## config.mk

```make
export PLATFORM = sky130hd
export DESIGN_NAME = intr_ctrl_flat
export DESIGN_NICKNAME = d
export VERILOG_FILES = /design/src/rtl/intr_if.sv /design/src/rtl/intr_ctrl.sv /design/src/flat_wrapper.sv
export SDC_FILE = /design/constraint.sdc
export NUM_CORES = 1
export LEC_CHECK = 0
export BUFFER_PORTS_ARGS = -buffer_cell sky130_fd_sc_hd__buf_4
export CAP_MARGIN = 10
export CORE_MARGIN = 10
export CORE_UTILIZATION = 26
export CTS_CLUSTER_SIZE = 40
export DETAILED_ROUTE_END_ITERATION = 8
export SLEW_MARGIN = 25
export SYNTH_ARGS = -nofsm -noshare
export SYNTH_HDL_FRONTEND = slang
export SYNTH_SLANG_ARGS = --single-unit
```

## constraint.sdc

```tcl
create_clock -name clk -period 1.4 [get_ports clk]
set_input_delay 0.07 -clock clk [delete_from_list [all_inputs] [get_ports clk]]
set_output_delay 0.07 -clock clk [all_outputs]
set_load 0.01 [all_outputs]
```

## src/rtl/intr_if.sv

```systemverilog
// Interrupt controller bus: peripheral lines, mask programming and the
// request/acknowledge/return handshake with the control unit.
interface intr_if #(
  parameter int N_IRQ = 8,
  parameter int VEC_W = 10
);
  logic [N_IRQ-1:0] irq_in;
  logic             mask_we;
  logic [N_IRQ-1:0] mask_din;
  logic             intr_ack;
  logic             intr_ret;
  logic             intr_req;
  logic [VEC_W-1:0] intr_vec;
  logic [N_IRQ-1:0] in_service;
  logic [N_IRQ-1:0] pending;
  logic [N_IRQ-1:0] mask_q;

  // CPU / peripheral side
  modport master (
    output irq_in, mask_we, mask_din, intr_ack, intr_ret,
    input  intr_req, intr_vec, in_service, pending, mask_q
  );

  // Interrupt controller side
  modport slave (
    input  irq_in, mask_we, mask_din, intr_ack, intr_ret,
    output intr_req, intr_vec, in_service, pending, mask_q
  );
endinterface

```

## src/rtl/intr_ctrl.sv

```systemverilog
// Prioritised interrupt controller (index 0 = highest priority).
// Latches rising edges into a pending register, masks them, requests the
// control unit and tracks in-service levels for nesting and return.
// Optional macro INTR_NEST_EN: when defined a higher-priority line may
// preempt a running handler; otherwise only one handler is in service.
//
// state  | meaning
// -------+-----------------------------------------------------------
// S_IDLE | no request outstanding; looking for an eligible candidate
// S_REQ  | intr_req high, index and vector frozen until intr_ack
// S_HOLD | one quiet cycle after acknowledge while PC/stack settle
module intr_ctrl #(
  parameter int              N_IRQ      = 8,
  parameter int              VEC_W      = 10,
  parameter logic [VEC_W-1:0] VEC_BASE  = VEC_W'(10'h3F0),
  parameter int              VEC_STRIDE = 2
) (
  input  logic   clk,
  input  logic   reset,
  intr_if.slave  bus
);

  localparam int IDX_W = (N_IRQ > 1) ? $clog2(N_IRQ) : 1;

  typedef enum logic [1:0] {S_IDLE, S_REQ, S_HOLD} state_t;

  state_t           state_q, state_d;
  logic [N_IRQ-1:0] irq_q;
  logic [N_IRQ-1:0] pend_q, pend_d;
  logic [N_IRQ-1:0] isr_q, isr_d;
  logic [N_IRQ-1:0] mask_r;
  logic [IDX_W-1:0] idx_q;
  logic [VEC_W-1:0] vec_q;

  logic [N_IRQ-1:0] edge_det;
  logic [N_IRQ-1:0] cand_vec;
  logic             cand_valid;
  logic [IDX_W-1:0] cand_idx;
  logic [N_IRQ-1:0] isr_low;
  logic             isr_any;
  logic [N_IRQ-1:0] isr_ret;
  logic [N_IRQ-1:0] idx_onehot;
  logic [VEC_W-1:0] vec_nxt;
  logic             eligible;
  logic             load;
  logic             take;

  assign edge_det   = bus.irq_in & ~irq_q;
  assign cand_vec   = pend_q & mask_r;
  assign isr_any    = |isr_q;
  assign idx_onehot = N_IRQ'(1) << idx_q;
  assign vec_nxt    = VEC_BASE + VEC_W'(cand_idx) * VEC_W'(VEC_STRIDE);

  // Lowest-index (highest-priority) enabled pending line
  always_comb begin
    cand_valid = 1'b0;
    cand_idx   = '0;
    for (int i = N_IRQ - 1; i >= 0; i--) begin
      if (cand_vec[i]) begin
        cand_valid = 1'b1;
        cand_idx   = IDX_W'(i);
      end
    end
  end

  // One-hot of the current (lowest set) in-service level
  always_comb begin
    isr_low = '0;
    for (int i = N_IRQ - 1; i >= 0; i--) begin
      if (isr_q[i]) begin
        isr_low    = '0;
        isr_low[i] = 1'b1;
      end
    end
  end

`ifdef INTR_NEST_EN
  logic [IDX_W-1:0] cur_lvl;

  // Index of the current in-service level for preemption compare
  always_comb begin
    cur_lvl = '0;
    for (int i = N_IRQ - 1; i >= 0; i--) begin
      if (isr_q[i]) cur_lvl = IDX_W'(i);
    end
  end

  assign eligible = cand_valid && (!isr_any || (cand_idx < cur_lvl));
`else
  assign eligible = cand_valid && !isr_any;
`endif

  // State register
  always_ff @(posedge clk) begin
    if (reset) state_q <= S_IDLE;
    else       state_q <= state_d;
  end

  // Next-state and handshake strobes
  always_comb begin
    state_d = state_q;
    load    = 1'b0;
    take    = 1'b0;
    case (state_q)
      S_IDLE: begin
        if (eligible) begin
          state_d = S_REQ;
          load    = 1'b1;
        end
      end
      S_REQ: begin
        if (bus.intr_ack) begin
          take    = 1'b1;
          state_d = S_HOLD;
        end
      end
      S_HOLD:  state_d = S_IDLE;
      default: state_d = S_IDLE;
    endcase
  end

  // Return clears the old lowest level first; an acknowledge then sets its bit.
  // A fresh edge on the acknowledged line keeps it pending.
  always_comb begin
    isr_ret = bus.intr_ret ? (isr_q & ~isr_low) : isr_q;
    isr_d   = take ? (isr_ret | idx_onehot) : isr_ret;
    pend_d  = (take ? (pend_q & ~idx_onehot) : pend_q) | edge_det;
  end

  // Edge history, pending, in-service and mask registers
  always_ff @(posedge clk) begin
    if (reset) begin
      irq_q  <= '0;
      pend_q <= '0;
      isr_q  <= '0;
      mask_r <= '1;
    end else begin
      irq_q  <= bus.irq_in;
      pend_q <= pend_d;
      isr_q  <= isr_d;
      if (bus.mask_we) mask_r <= bus.mask_din;
    end
  end

  // Request index and vector, frozen once the request is raised
  always_ff @(posedge clk) begin
    if (reset) begin
      idx_q <= '0;
      vec_q <= '0;
    end else if (load) begin
      idx_q <= cand_idx;
      vec_q <= vec_nxt;
    end
  end

  assign bus.intr_req   = (state_q == S_REQ);
  assign bus.intr_vec   = vec_q;
  assign bus.in_service = isr_q;
  assign bus.pending    = pend_q;
  assign bus.mask_q     = mask_r;

endmodule

```

## src/flat_wrapper.sv

```systemverilog
// flat-port wrapper written by rule: the top's interface ports become plain ports
module intr_ctrl_flat 
#(
  parameter int              N_IRQ      = 8,
  parameter int              VEC_W      = 10,
  parameter logic [VEC_W-1:0] VEC_BASE  = VEC_W'(10'h3F0),
  parameter int              VEC_STRIDE = 2
)
  (clk, reset, bus_irq_in, bus_mask_we, bus_mask_din, bus_intr_ack, bus_intr_ret, bus_intr_req, bus_intr_vec, bus_in_service, bus_pending, bus_mask_q);
  intr_if #(.N_IRQ(N_IRQ), .VEC_W(VEC_W)) bus_i ();
  input  logic clk;
  input  logic reset;
  input wire logic [$bits(bus_i.irq_in)-1:0] bus_irq_in;
  input wire logic [$bits(bus_i.mask_we)-1:0] bus_mask_we;
  input wire logic [$bits(bus_i.mask_din)-1:0] bus_mask_din;
  input wire logic [$bits(bus_i.intr_ack)-1:0] bus_intr_ack;
  input wire logic [$bits(bus_i.intr_ret)-1:0] bus_intr_ret;
  output wire logic [$bits(bus_i.intr_req)-1:0] bus_intr_req;
  output wire logic [$bits(bus_i.intr_vec)-1:0] bus_intr_vec;
  output wire logic [$bits(bus_i.in_service)-1:0] bus_in_service;
  output wire logic [$bits(bus_i.pending)-1:0] bus_pending;
  output wire logic [$bits(bus_i.mask_q)-1:0] bus_mask_q;
  assign bus_i.irq_in = bus_irq_in;
  assign bus_i.mask_we = bus_mask_we;
  assign bus_i.mask_din = bus_mask_din;
  assign bus_i.intr_ack = bus_intr_ack;
  assign bus_i.intr_ret = bus_intr_ret;
  assign bus_intr_req = bus_i.intr_req;
  assign bus_intr_vec = bus_i.intr_vec;
  assign bus_in_service = bus_i.in_service;
  assign bus_pending = bus_i.pending;
  assign bus_mask_q = bus_i.mask_q;
  intr_ctrl #(.N_IRQ(N_IRQ), .VEC_W(VEC_W), .VEC_BASE(VEC_BASE), .VEC_STRIDE(VEC_STRIDE)) u_core (.clk(clk), .reset(reset), .bus(bus_i));
endmodule
```

* After elaboration in Yosys (flattened, before gate mapping) *
Index checks and enable logic that the tools add are counted.

storage, ports and cells
  flip-flop bits (word level) = 47
  output and inout bits = 35

cells by class
  equal/unequal tests = 3
  shift-type cells = 1
  add/subtract/negate cells = 1
  reductions and logical operators = 5
  mux-type cells = 34
  bitwise gates (word level) = 9

operator list
  operator                                                                count
  8-bit 2-to-1 mux                                                        11
  8-bit AND                                                               4
  3-bit 2-to-1 mux                                                        8
  8-bit NOT                                                               3
  8-bit OR                                                                2
  1-bit 2-to-1 mux                                                        12
  8-bit OR reduction                                                      1
  1-bit by 3-bit left shift with 8-bit output (first input constant)      1
  5-bit by 5-bit adder with 6-bit output (first input constant)           1
  2-bit 2-to-1 mux                                                        2
  2-bit one-hot mux with 2 select lines                                   1
  2-bit by 1-bit equality test with 1-bit output (second input constant)  1
  2-bit logical NOT                                                       1
  2-bit by 1-bit != test with 1-bit output (second input constant)        1
  2-bit != test (second input constant)                                   1
  2-bit AND reduction                                                     1
  1-bit logical AND                                                       1
  1-bit logical NOT                                                       1

* Longest topological paths before layout *
  word-level depth = 13
  depth in mapped cells = 5

* Worst setup path before layout *
Ideal clock, no wire load.

  path kind = register to register
  from = register u_core.state_q[0]
  to = register u_core.pend_q[3], in the netlist u_core.bus.pending[3]
  period minus slack after synthesis = 1,426 ps
  path buffers = 0
  slack = -26 ps
  data required time = 1,272 ps
  data arrival time = 1,299 ps
  stages on the path, launching flop included = 6
  cell sequence = dfxtp_1 > nor2b_1 > nor3b_1 > nand3_1 > a21oi_1 > nor2_1

between the ends
  word-level cells in the longest chain between the ends = 4

ends and longest elaborated chain
  element                                         line                text
  from (decl)                                     intr_ctrl.sv:27     state_t state_q, state_d;
  from (signal assigned)                          intr_ctrl.sv:96     else state_q <= state_d;
  2-bit by 1-bit equality test with 1-bit output  -
  via bus_intr_req                                flat_wrapper.sv:18  output wire logic [$bits(bus_i.intr_req)-1:0] bus_intr_req;
  1-bit 2-to-1 mux                                intr_ctrl.sv:104    case (state_q)
  8-bit 2-to-1 mux                                intr_ctrl.sv:127    pend_d = (take ? (pend_q & ~idx_onehot) : pend_q) | edge_det;
  8-bit OR                                        intr_ctrl.sv:127
  to (signal assigned)                            intr_ctrl.sv:139    pend_q <= pend_d;
  to (decl)                                       intr_ctrl.sv:29     logic [N_IRQ-1:0] pend_q, pend_d;

The timed path passes the listed nets, and every way through them passes these cells.
A chain may end at the register's enable or synchronous reset.

* Worst setup path in the final report *
  from = register u_core.isr_q[0], in the netlist u_core.bus.in_service[0]
  to = register u_core.idx_q[1]

between the ends
  word-level cells in the longest chain between the ends = 5

ends and longest elaborated chain
  element                 line              text
  from (decl)             intr_ctrl.sv:30   logic [N_IRQ-1:0] isr_q, isr_d;
  from (signal assigned)  intr_ctrl.sv:140  isr_q <= isr_d;
  8-bit OR reduction      intr_ctrl.sv:50   assign isr_any = |isr_q;
  1-bit logical NOT       intr_ctrl.sv:90   assign eligible = cand_valid && !isr_any;
  1-bit logical AND       intr_ctrl.sv:90
  1-bit 2-to-1 mux        intr_ctrl.sv:106  if (eligible) begin
  1-bit 2-to-1 mux        intr_ctrl.sv:104
  to (signal assigned)    intr_ctrl.sv:151  idx_q <= cand_idx;
  to (decl)               intr_ctrl.sv:32   logic [IDX_W-1:0] idx_q;

Every way passes these cells.

==> impl_metrics.tcl <==
set metrics [dict create \
    viasPerCell 4.369 \
    yosysUniqueCellTypes 28 \
    finalNonFillerCells 320 \
    track_usage_pct 9.263 \
    setup-violations-final 0 \
    synth-seq-cells 38 \
    cts_tree "yes" \
    finalHoldViolCount 0 \
    grt_max_degree 39 \
    critPathSlowestCell "dfxtp_2" \
    vias 1398 \
    synth_top_area_cell "dfxtp_1" \
    detail_route.wl_per_cell_um 13.30 \
    syn-num-nets 184 \
    synthSimpleGateAreaFrac_pct 26.14 \
    port_buffers 54 \
    synth_top_family_by_area "simple AND/OR/NAND/NOR gates" \
    cp-start-kind "flip-flop" \
    syn_area_um2 1513 \
    ant_nets 0 \
    hold_start "bus_intr_ret" \
    rsz0062_at_grt "yes" \
    critPathKind "reg -> reg" \
    holdCritPathClass "in -> reg" \
    die-width_um 96.28 \
    gp_congestion 0.8517 \
    drt_wl_total_um 4256 \
    yosys.area_share.xor_xnor_pct 0 \
    drv_cap 0 \
    clock-sinks 38 \
    core_area_um2 5574 \
    drc_errors 0 \
    synth_edf_count 0 \
    synth.area.mux_share_pct 0.6617 \
    dpl_worst_slack_ns -0.03262 \
    synth.avg_cell_area_um2 9.280 \
    overflow 0 \
    ir_drop_mv 0.5827 \
    antenna_found_initial 0 \
    crit_fanout 5 \
    final_max_slew_viol_count 0 \
    synth_top_cell_area_share_pct 50.29 \
    synth-warning-count 0 \
    rr_worst_depth 5 \
    status "complete, no violations" \
    r2r_start "u_core.bus.in_service[0]" \
    die_h_um 96.28 \
    area_growth_pct 59.39 \
    async_flop_share_pct 0 \
    grt_first_pass_wirelength_um 6589 \
    fin_crit_ns 1.376 \
    timing.final.ws_setup_ns 0.02366 \
    synthAdderAreaFrac_pct 0 \
    io-pin-count 56 \
    p_leak_uw 0.001062 \
    path_buf_inv 0 \
    n_antenna_cell 0 \
    start_util_pct 27.14 \
    hold_end "u_core.bus.in_service[0]" \
    numCtsBuffers 5 \
    reg2reg_to "u_core.idx_q[1]" \
    first_pass_iters 4 \
    ys.flop_type "dfxtp_1" \
    hold_depth 3 \
    rrSetupSlack_ns 0.02 \
    grt_pass1_vias 1374 \
    finClkSkew_ns 0.003478 \
    ctsLongestPathBuffers 2 \
    cpLargestDelayFamily "simple AND/OR/NAND/NOR gates" \
    fp-row-count 27 \
    crit_cells 5 \
    drt-initial-drc-count 55 \
    clockRootBuffer "clkbuf_8" \
    synthTopCellsByArea "dfxtp_1, nor2b_1, a21oi_1" \
    synth_compound_area_share_pct 18.20 \
    yosysMostFrequentCell "dfxtp_1" \
    cts.reportedPaths.clkPinSlew_ns 0.07 \
    critPathCaptureType "flip-flop" \
    htree_levels 2 \
    synth_commonest_cells "dfxtp_1, nor2b_1, a21oi_1, nor2_1, nand2_1" \
    fp.dieArea_um2 9269 \
    clk_latency_ns 0.29 \
    min_period_over_period_pct 98.31 \
    dp_hpwl_um 3231 \
    seq_area_frac_synth_pct 50.29 \
    drive_above_1_share_pct 36.69 \
    clock.fmax_mhz 726.6 \
    fin_nets 268 \
    cp.required_ns 1.58 \
    p_per_area_nw_per_um2 1312 \
    max_stage_delay_ns 0.34 \
    crit_chain "nor4_4 -> nand3_2 -> a31oi_4 -> mux2i_1 -> nor2_1" \
    critical_path_arrival_ns 1.55 \
    dp_cells 294 \
    syn_inst 163 \
]
[sequential cells by signal, indices dropped and copies added, names as in the netlist]
signal	flops
u_core.bus.in_service	8
u_core.bus.intr_vec	2
u_core.bus.mask_q	8
u_core.bus.pending	8
u_core.idx_q	2
u_core.irq_q	8
u_core.state_q	2
[metrics by stage]
step	utilization [%]	area [µm²]	hold slack, ns	setup TNS, ns	total power (µW)
2_1_floorplan	-	1518	0.1879	0	1656
3_3_place_gp	37.13	2069	0.2759	0	1959
3_5_place_dp	37.13	2069	0.2805	-0.04884	1968
4_1_cts	42.83	2387	0.08022	0	3182
5_1_grt	43.25	2411	0.09674	-0.3079	3341
6_report	43.25	2411	0.08229	0	3163
[cells by family after synthesis]
group,count (synthesis)
AOI/OAI and AO/OA,39
DFF,38
other,1
and+or+nand+nor,72
buffers and inverters,12
muxes,1
[worst register-to-register path, delay by kind of cell, from the launching register on]
family / cells / cell delay [ns]
AOI/OAI and AO/OA: 1 / 0.23
and+or+nand+nor: 3 / 0.49
DFF: 1 / 0.34
muxes: 1 / 0.21
[repair_timing]
action	in CTS	in global routing
endpoints found under the hold margin	16	0
hold buffers	16	0
gates resized for setup	0	7
setup endpoints to repair	2	11
buffers inserted	2	0
pin swaps	2	2
[routing by layer]
metal	GRT usage [%]	vias to the layer above	share of wire, %
met5	0	-	0
met4	4.300	0	1.2
met3	4.280	7	11
met2	13.85	42	44
met1	11.05	625	44
li1	-	724	-
[power by group]
part	leakage, µW	switching (µW)	total, µW	internal [µW]
clock network	0.0000714	393	1150	760
registers	0.000315	95.5	1270	1170
logic	0.000676	321	742	421
[final cells by class]
| class | instances | area, µm² |
|---|---|---|
| inverters | 1 | 3.754 |
| clock buffers | 6 | 82.58 |
| clock inverters | 2 | 60.06 |
| repair buffers | 88 | 700.7 |
| fillers | 564 | 3163 |
| well taps | 72 | 90.09 |
| flip-flops and latches | 38 | 762.0 |
| multi-input cells | 113 | 711.9 |
[worst max-delay path by stage]
stage                                   from              end  slack (ns)
finish              u_core.bus.in_service[0]  u_core.idx_q[1]        0.02
global route        u_core.bus.in_service[0]  u_core.idx_q[1]       -0.09
global placement    u_core.bus.in_service[0]  u_core.idx_q[1]        0.02
detailed placement  u_core.bus.in_service[0]  u_core.idx_q[0]       -0.03
CTS                 u_core.bus.in_service[1]  u_core.idx_q[1]       0.007
floorplan           u_core.bus.in_service[0]  u_core.idx_q[1]       0.003
[layout by cell type, fill, tap and decap left out, types with 2 or more instances in the layout]
cell           count
buf_4             72
dfxtp_1           37
nor2b_1           26
a21oi_1           17
nor2_1            16
dlygate4sd3_1     16
nand2_1           13
a211o_1            8
clkbuf_8           6
a22oi_1            5
nand3_1            3
nand2b_1           3
nand3_2            2
nor3_1             2
o21ai_0            2
bufinv_16          2
No activity file was read; power rests on OpenSTA's default activity.
